### src/rtl/bf_bus_arbiter.sv
// Bus arbiter between a core and a host sharing one memory port, plus the core's
// I/O channel. Grants one requester at a time from IDLE, runs the access to completion,
// then returns a one-cycle core_enable pulse or host_ack before accepting new work.
//
// Ports:
//   clock, reset_n            single clock, asynchronous active-low reset
//   run                       host permission for the core to start new bus operations
//   core_bus_op/addr/val_out  core request (op encoding below); core_val_in registered read data
//   core_enable               core advance strobe
//   host_req/we/prog/addr/wdata, host_rdata, host_ack   host access port (prog: 1 = program)
//   mem_req/we/space/addr/wdata, mem_rdata, mem_ack     memory port (space: 0 = program)
//   io_out_valid/data/ready, io_in_valid/data/ready     core I/O handshakes
module bf_bus_arbiter #(
  parameter int unsigned ADDR_WIDTH = 15,
  parameter int unsigned BUS_WIDTH  = 8
) (
  input  logic                  clock,
  input  logic                  reset_n,
  input  logic                  run,
  input  logic [2:0]            core_bus_op,
  input  logic [ADDR_WIDTH-1:0] core_addr,
  input  logic [BUS_WIDTH-1:0]  core_val_out,
  output logic [BUS_WIDTH-1:0]  core_val_in,
  output logic                  core_enable,
  input  logic                  host_req,
  input  logic                  host_we,
  input  logic                  host_prog,
  input  logic [ADDR_WIDTH-1:0] host_addr,
  input  logic [BUS_WIDTH-1:0]  host_wdata,
  output logic [BUS_WIDTH-1:0]  host_rdata,
  output logic                  host_ack,
  output logic                  mem_req,
  output logic                  mem_we,
  output logic                  mem_space,
  output logic [ADDR_WIDTH-1:0] mem_addr,
  output logic [BUS_WIDTH-1:0]  mem_wdata,
  input  logic [BUS_WIDTH-1:0]  mem_rdata,
  input  logic                  mem_ack,
  output logic                  io_out_valid,
  output logic [BUS_WIDTH-1:0]  io_out_data,
  input  logic                  io_out_ready,
  input  logic                  io_in_valid,
  input  logic [BUS_WIDTH-1:0]  io_in_data,
  output logic                  io_in_ready
);

  // Core bus operation encoding; 6 and 7 are undefined and behave as BusNone.
  localparam logic [2:0] BusNone      = 3'd0;
  localparam logic [2:0] BusReadProg  = 3'd1;
  localparam logic [2:0] BusReadData  = 3'd2;
  localparam logic [2:0] BusWriteData = 3'd3;
  localparam logic [2:0] BusReadIo    = 3'd4;
  localparam logic [2:0] BusWriteIo   = 3'd5;

  typedef enum logic [2:0] {
    StIdle,
    StCoreMem,
    StCoreIoRd,
    StCoreIoWr,
    StCoreGrant,
    StHostMem,
    StHostDone
  } state_e;

  state_e                 state_q, state_d;
  logic                   last_host_q;     // 1 when the host received the most recent grant
  logic [ADDR_WIDTH-1:0]  addr_q;
  logic [BUS_WIDTH-1:0]   wdata_q;
  logic                   we_q;
  logic                   space_q;
  logic [BUS_WIDTH-1:0]   core_val_q;
  logic [BUS_WIDTH-1:0]   host_rdata_q;

  logic                   op_valid;
  logic                   core_pending;
  logic                   grant_core;
  logic                   grant_host;
  logic                   core_rd_load;
  logic [BUS_WIDTH-1:0]   core_rd_val;
  logic                   host_rd_load;

  always_comb begin
    op_valid     = (core_bus_op != BusNone) && (core_bus_op <= BusWriteIo);
    core_pending = run && op_valid;
    // On a tie the requester that was not granted last wins.
    grant_host   = (state_q == StIdle) && host_req && (!core_pending || !last_host_q);
    grant_core   = (state_q == StIdle) && core_pending && (!host_req || last_host_q);

    state_d      = state_q;
    core_rd_load = 1'b0;
    core_rd_val  = mem_rdata;
    host_rd_load = 1'b0;

    case (state_q)
      StIdle: begin
        if (grant_core) begin
          if (core_bus_op == BusReadIo) begin
            state_d = StCoreIoRd;
          end else if (core_bus_op == BusWriteIo) begin
            state_d = StCoreIoWr;
          end else begin
            state_d = StCoreMem;
          end
        end else if (grant_host) begin
          state_d = StHostMem;
        end
      end
      StCoreMem: begin
        if (mem_ack) begin
          state_d      = StCoreGrant;
          core_rd_load = !we_q;
        end
      end
      StCoreIoRd: begin
        // io_in_ready is asserted throughout this state, so valid alone completes it.
        if (io_in_valid) begin
          state_d      = StCoreGrant;
          core_rd_load = 1'b1;
          core_rd_val  = io_in_data;
        end
      end
      StCoreIoWr: begin
        if (io_out_ready) begin
          state_d = StCoreGrant;
        end
      end
      StCoreGrant: state_d = StIdle;
      StHostMem: begin
        if (mem_ack) begin
          state_d      = StHostDone;
          host_rd_load = !we_q;
        end
      end
      StHostDone: state_d = StIdle;
      default:    state_d = StIdle;
    endcase
  end

  always_ff @(posedge clock or negedge reset_n) begin
    if (!reset_n) begin
      state_q     <= StIdle;
      last_host_q <= 1'b0;
    end else begin
      state_q <= state_d;
      if (grant_core) begin
        last_host_q <= 1'b0;
      end else if (grant_host) begin
        last_host_q <= 1'b1;
      end
    end
  end

  // The core op itself is kept as the service state plus the we/space flags.
  always_ff @(posedge clock or negedge reset_n) begin
    if (!reset_n) begin
      addr_q       <= '0;
      wdata_q      <= '0;
      we_q         <= 1'b0;
      space_q      <= 1'b0;
      core_val_q   <= '0;
      host_rdata_q <= '0;
    end else begin
      if (grant_core) begin
        addr_q  <= core_addr;
        wdata_q <= core_val_out;
        we_q    <= (core_bus_op == BusWriteData);
        space_q <= (core_bus_op != BusReadProg);
      end else if (grant_host) begin
        addr_q  <= host_addr;
        wdata_q <= host_wdata;
        we_q    <= host_we;
        space_q <= !host_prog;
      end
      if (core_rd_load) begin
        core_val_q <= core_rd_val;
      end
      if (host_rd_load) begin
        host_rdata_q <= mem_rdata;
      end
    end
  end

  assign mem_req      = (state_q == StCoreMem) || (state_q == StHostMem);
  assign mem_we       = we_q;
  assign mem_space    = space_q;
  assign mem_addr     = addr_q;
  assign mem_wdata    = wdata_q;
  assign io_out_valid = (state_q == StCoreIoWr);
  assign io_out_data  = wdata_q;
  assign io_in_ready  = (state_q == StCoreIoRd);
  assign host_ack     = (state_q == StHostDone);
  assign host_rdata   = host_rdata_q;
  assign core_val_in  = core_val_q;

  // reset_n gates the IDLE term so the strobe is low while reset is held.
  assign core_enable = reset_n &&
                       (((state_q == StIdle) && run && !op_valid && !host_req) ||
                        (state_q == StCoreGrant));

endmodule

### config.mk
export PLATFORM = sky130hd
export DESIGN_NAME = bf_bus_arbiter
export DESIGN_NICKNAME = d
export VERILOG_FILES = /design/src/rtl/bf_bus_arbiter.sv
export SDC_FILE = /design/constraint.sdc
export NUM_CORES = 1
export LEC_CHECK = 0
export CAP_MARGIN = 20
export CORE_MARGIN = 3
export CORE_UTILIZATION = 39
export CTS_CLUSTER_DIAMETER = 100
export DETAILED_ROUTE_END_ITERATION = 16
export HOLD_SLACK_MARGIN = 0.1
export PLACE_DENSITY = 0.81
export SETUP_SLACK_MARGIN = 0.5
export SLEW_MARGIN = 0
export SYNTH_ARGS = -nofsm -noshare
export SYNTH_HDL_FRONTEND = slang
export SYNTH_SLANG_ARGS = --single-unit
### constraint.sdc
create_clock -name clock -period 2.25 [get_ports clock]
set_input_delay 0.45 -clock clock [delete_from_list [all_inputs] [get_ports clock]]
set_output_delay 0.45 -clock clock [all_outputs]
set_load 0.01 [all_outputs]
==> impl_metrics.csv <==
group,metric,value,unit
setup_path,r2r_slack,0.29,ns
place,dp_hpwl,5400,µm
place,place.gp.congestion,0.866,
hold_path,hp-class,"primary input to async pin",
setup_path,worstPathArrival,1.53,ns
clocking,clock_latency,0.30,ns
synth,synth.avg_cell_area,9.44,µm²
global_routing,grt_use_total,0.242,
timing,setup_tns,0,ns
timing,maxSlewViolCount,0,
drt,wl_per_cell,18.2,µm
drt,antenna_left,0,
floorplan,dieArea,6940,µm²
final_layout,nets,488,
synth,ys.flop_type,"dfrtp_1",
setup_path,crit_start,"run",
timing,finalSetupViolCount,0,
timing,rsz0062_at_grt,"yes",
timing,post-route-period-util,0.878,
synth,synth_seq_cells,45,
setup_path,r2r-start,"state_q[2]",
final_layout,fin_area,4540,µm²
setup_path,worstPathCellList,"clkdlybuf4s50_1, a31oi_4, nor4b_2, buf_2",
setup_path,r2r_cells,9,
synth,synth_cell_type_count,39,
pwr,finalPower,5540,µW
floorplan,start_util,0.413,
floorplan,core_area,5640,µm²
timing,max_slew_margin,0.619,
global_routing,antenna_found_initial,0,
drt,via_per_inst,5.45,
setup_path,critPathKind,"primary input to output pin",
timing,hold_viol,0,
final_layout,diodes,0,
drt,vias,2654,
synth,synth-edff-count,0,
floorplan,die_y,83.3,µm
timing,max_freq,506,MHz
setup_path,cp.required,1.80,ns
global_routing,grt_pass1_vias,2569,
final_layout,fillers,344,
synth,synth_area,2330,µm²
synth,seq_area_frac_synth,0.483,
place,placed_area,3730,µm²
clocking,path_clk_slew,0.09,ns
final_layout,drive_gt1_frac,0.296,
floorplan,fp.dieW,83.3,µm
clocking,cts.sinks,45,
clocking,cts_tree,"done",
synth,ys_async_sr_fraction,1.00,
drt,drt_iter0_markers,113,
setup_path,slowest_delay,0.54,ns
setup_path,end_kind,"output pin",
setup_path,crit_slowest_cell,"clkdlybuf4s50_1",
run,max_cap_violations,0,
synth,yosysWarnings,0,
final_layout,syn2layout_area_growth,94.5,%
setup_path,rr_endpoint,"mem_addr[10]",
floorplan,row_count,27,
setup_path,critPathMaxFanout,2,
clocking,cts_made_buffers,5,
clocking,clock_path_buffers,2,
clocking,cts-root-buf,"clkbuf_8",
setup_path,start_kind,"primary input",
clocking,hold_buffers,0,
timing,worst_pin_slew,0.571,ns
pwr,p_per_area,1220,nW/µm²
global_routing,globalRouteOverflowTotal,0,
synth,syn_nets,321,
run_status,status,"completed",
timing,fin_hold_ws,0.235,ns
place,portBuffers,127,
clocking,htree_num_levels,2,
timing,skew,0.00595,ns
synth,netlist_instances,247,
setup_path,endpoint,"core_enable",
drt,wirelength,8880,µm
pwr,ir_worst_vdd,685,µV
floorplan,pin_count,128,
drt,drc,0,
global_routing,grt_max_degree,46,
pwr,power_leakage,0.00184,µW
final_layout,utilization,0.804,
timing,timing.final.crit_period,1.98,ns
global_routing,grt_pass1_wl,13400,µm
drt,first_pass_iters,4,
[per-stage QoR]
step | setup WS (ns) | cells
6_report | 0.274 | 487
5_1_grt | 0.216 | 487
4_1_cts | 0.249 | 478
3_5_place_dp | -0.503 | 439
3_3_place_gp | -0.487 | 439
2_1_floorplan | 0.443 | 247
[registers in the layout, summed over array words and instances, names as in the netlist]
| name | cells |
|---|---|
| host_rdata | 8 |
| mem_we | 1 |
| mem_space | 1 |
| io_out_data | 8 |
| last_host_q | 1 |
| core_val_in | 8 |
| state_q | 3 |
| mem_addr | 15 |
[metal layers]
layer	GRT usage	share of wire	vias to the layer above	wire length, µm
met5	0	0	-	0
met4	0.0728	0.023	0	205
met3	0.0704	0.075	15	667
met2	0.440	0.52	124	4660
met1	0.271	0.38	1282	3350
li1	-	-	1233	-
[worst max-delay path: cells and delay by family]
kind	cells	cell delay, ns
AND/OR/NAND/NOR	1	0.25
AO/OA/AOI/OAI	1	0.10
buffers and inverters	2	0.72
[what timing repair did]
action / 4_1_cts / 5_1_grt
pin swaps: 8 / 8
gates cloned: 6 / 1
setup endpoints to repair: 43 / 54
resized for setup: 59 / 31
hold endpoints to repair: 0 / 0
setup buffers: 25 / 8
[kinds of logic after synthesis]
family | synth area share
and+or+nand+nor | 0.185
AOI/OAI and AO/OA | 0.203
DFF | 0.483
buffers and inverters | 0.0783
muxes | 0.0515
[synthesized netlist by cell type (2+ instances only)]
| master | instances | share of area |
|---|---|---|
| nor3_1 | 3 | 0.0064 |
| nor2_1 | 30 | 0.048 |
| buf_2 | 5 | 0.011 |
| mux2i_1 | 3 | 0.013 |
| a21oi_1 | 2 | 0.0043 |
| a31oi_1 | 26 | 0.070 |
| a21o_1 | 5 | 0.016 |
| nor4b_1 | 2 | 0.0075 |
| nand2_1 | 6 | 0.0097 |
| mux2_2 | 8 | 0.039 |
| buf_4 | 8 | 0.026 |
| a22o_1 | 6 | 0.023 |
| nand3_1 | 24 | 0.052 |
| buf_6 | 3 | 0.014 |
| and2_1 | 2 | 0.0054 |
| clkbuf_1 | 11 | 0.018 |
| o21ai_0 | 27 | 0.058 |
| nor4_1 | 2 | 0.0054 |
| and3_1 | 2 | 0.0054 |
| inv_1 | 6 | 0.0097 |
| dfrtp_1 | 45 | 0.48 |
| nand2b_1 | 2 | 0.0054 |
| nor2b_1 | 3 | 0.0080 |
[power by group]
part | leakage, µW | internal [µW] | switching (µW)
registers | 0.000520 | 1200 | 267
logic | 0.00127 | 2110 | 1440
clock network | 0.0000447 | 224 | 295
total | 0.00184 | 3540 | 2010
[worst min-delay path by stage]
stage                         startpoint        endpoint  slack (ns)  cells past startpoint
after floorplan                  reset_n  core_val_in[0]        0.15                      0
after global placement    core_val_in[5]  core_val_in[5]        0.46                      1
after detailed placement  core_val_in[3]  core_val_in[3]        0.46                      1
after CTS                        reset_n   host_rdata[3]        0.25                      2
after global routing             reset_n  core_val_in[4]        0.28                      2
final                            reset_n   host_rdata[3]        0.24                      2
[layout by cell type, fill, tap and decap left out, types with 2 or more instances in the layout]
cell type	synthesis	routed
a22o_1	6	6
nor2b_1	3	2
mux2i_1	3	3
a21oi_2	0	2
a31oi_1	26	17
buf_4	8	38
buf_12	0	6
dfrtp_2	0	4
and2_1	2	2
nand2_1	6	5
clkdlybuf4s50_1	0	116
nor3_1	3	2
a21o_1	5	5
mux2_2	8	8
nand3_1	24	24
a31oi_2	0	2
and3_1	2	2
clkbuf_8	0	5
buf_16	0	6
a31oi_4	0	7
buf_6	3	11
o21ai_0	27	27
nor2_1	30	19
clkdlybuf4s15_2	0	2
or3_4	1	2
buf_2	5	4
nor2_2	0	7
inv_1	6	5
nor4_1	2	2
nor2_4	0	4
dfrtp_1	45	41
[cell type report]
type / instances / area (µm²) / share of cell area
repair buffers: 187 / 1930 / 0.426
multi-input cells: 169 / 1260 / 0.279
flip-flops and latches: 45 / 1130 / 0.249
well taps: 72 / 90.1 / 0.0199
clock buffers: 5 / 68.8 / 0.0152
clock inverters: 3 / 25.0 / 0.00552
inverters: 6 / 22.5 / 0.00497
No activity file was read; power rests on OpenSTA's default activity.
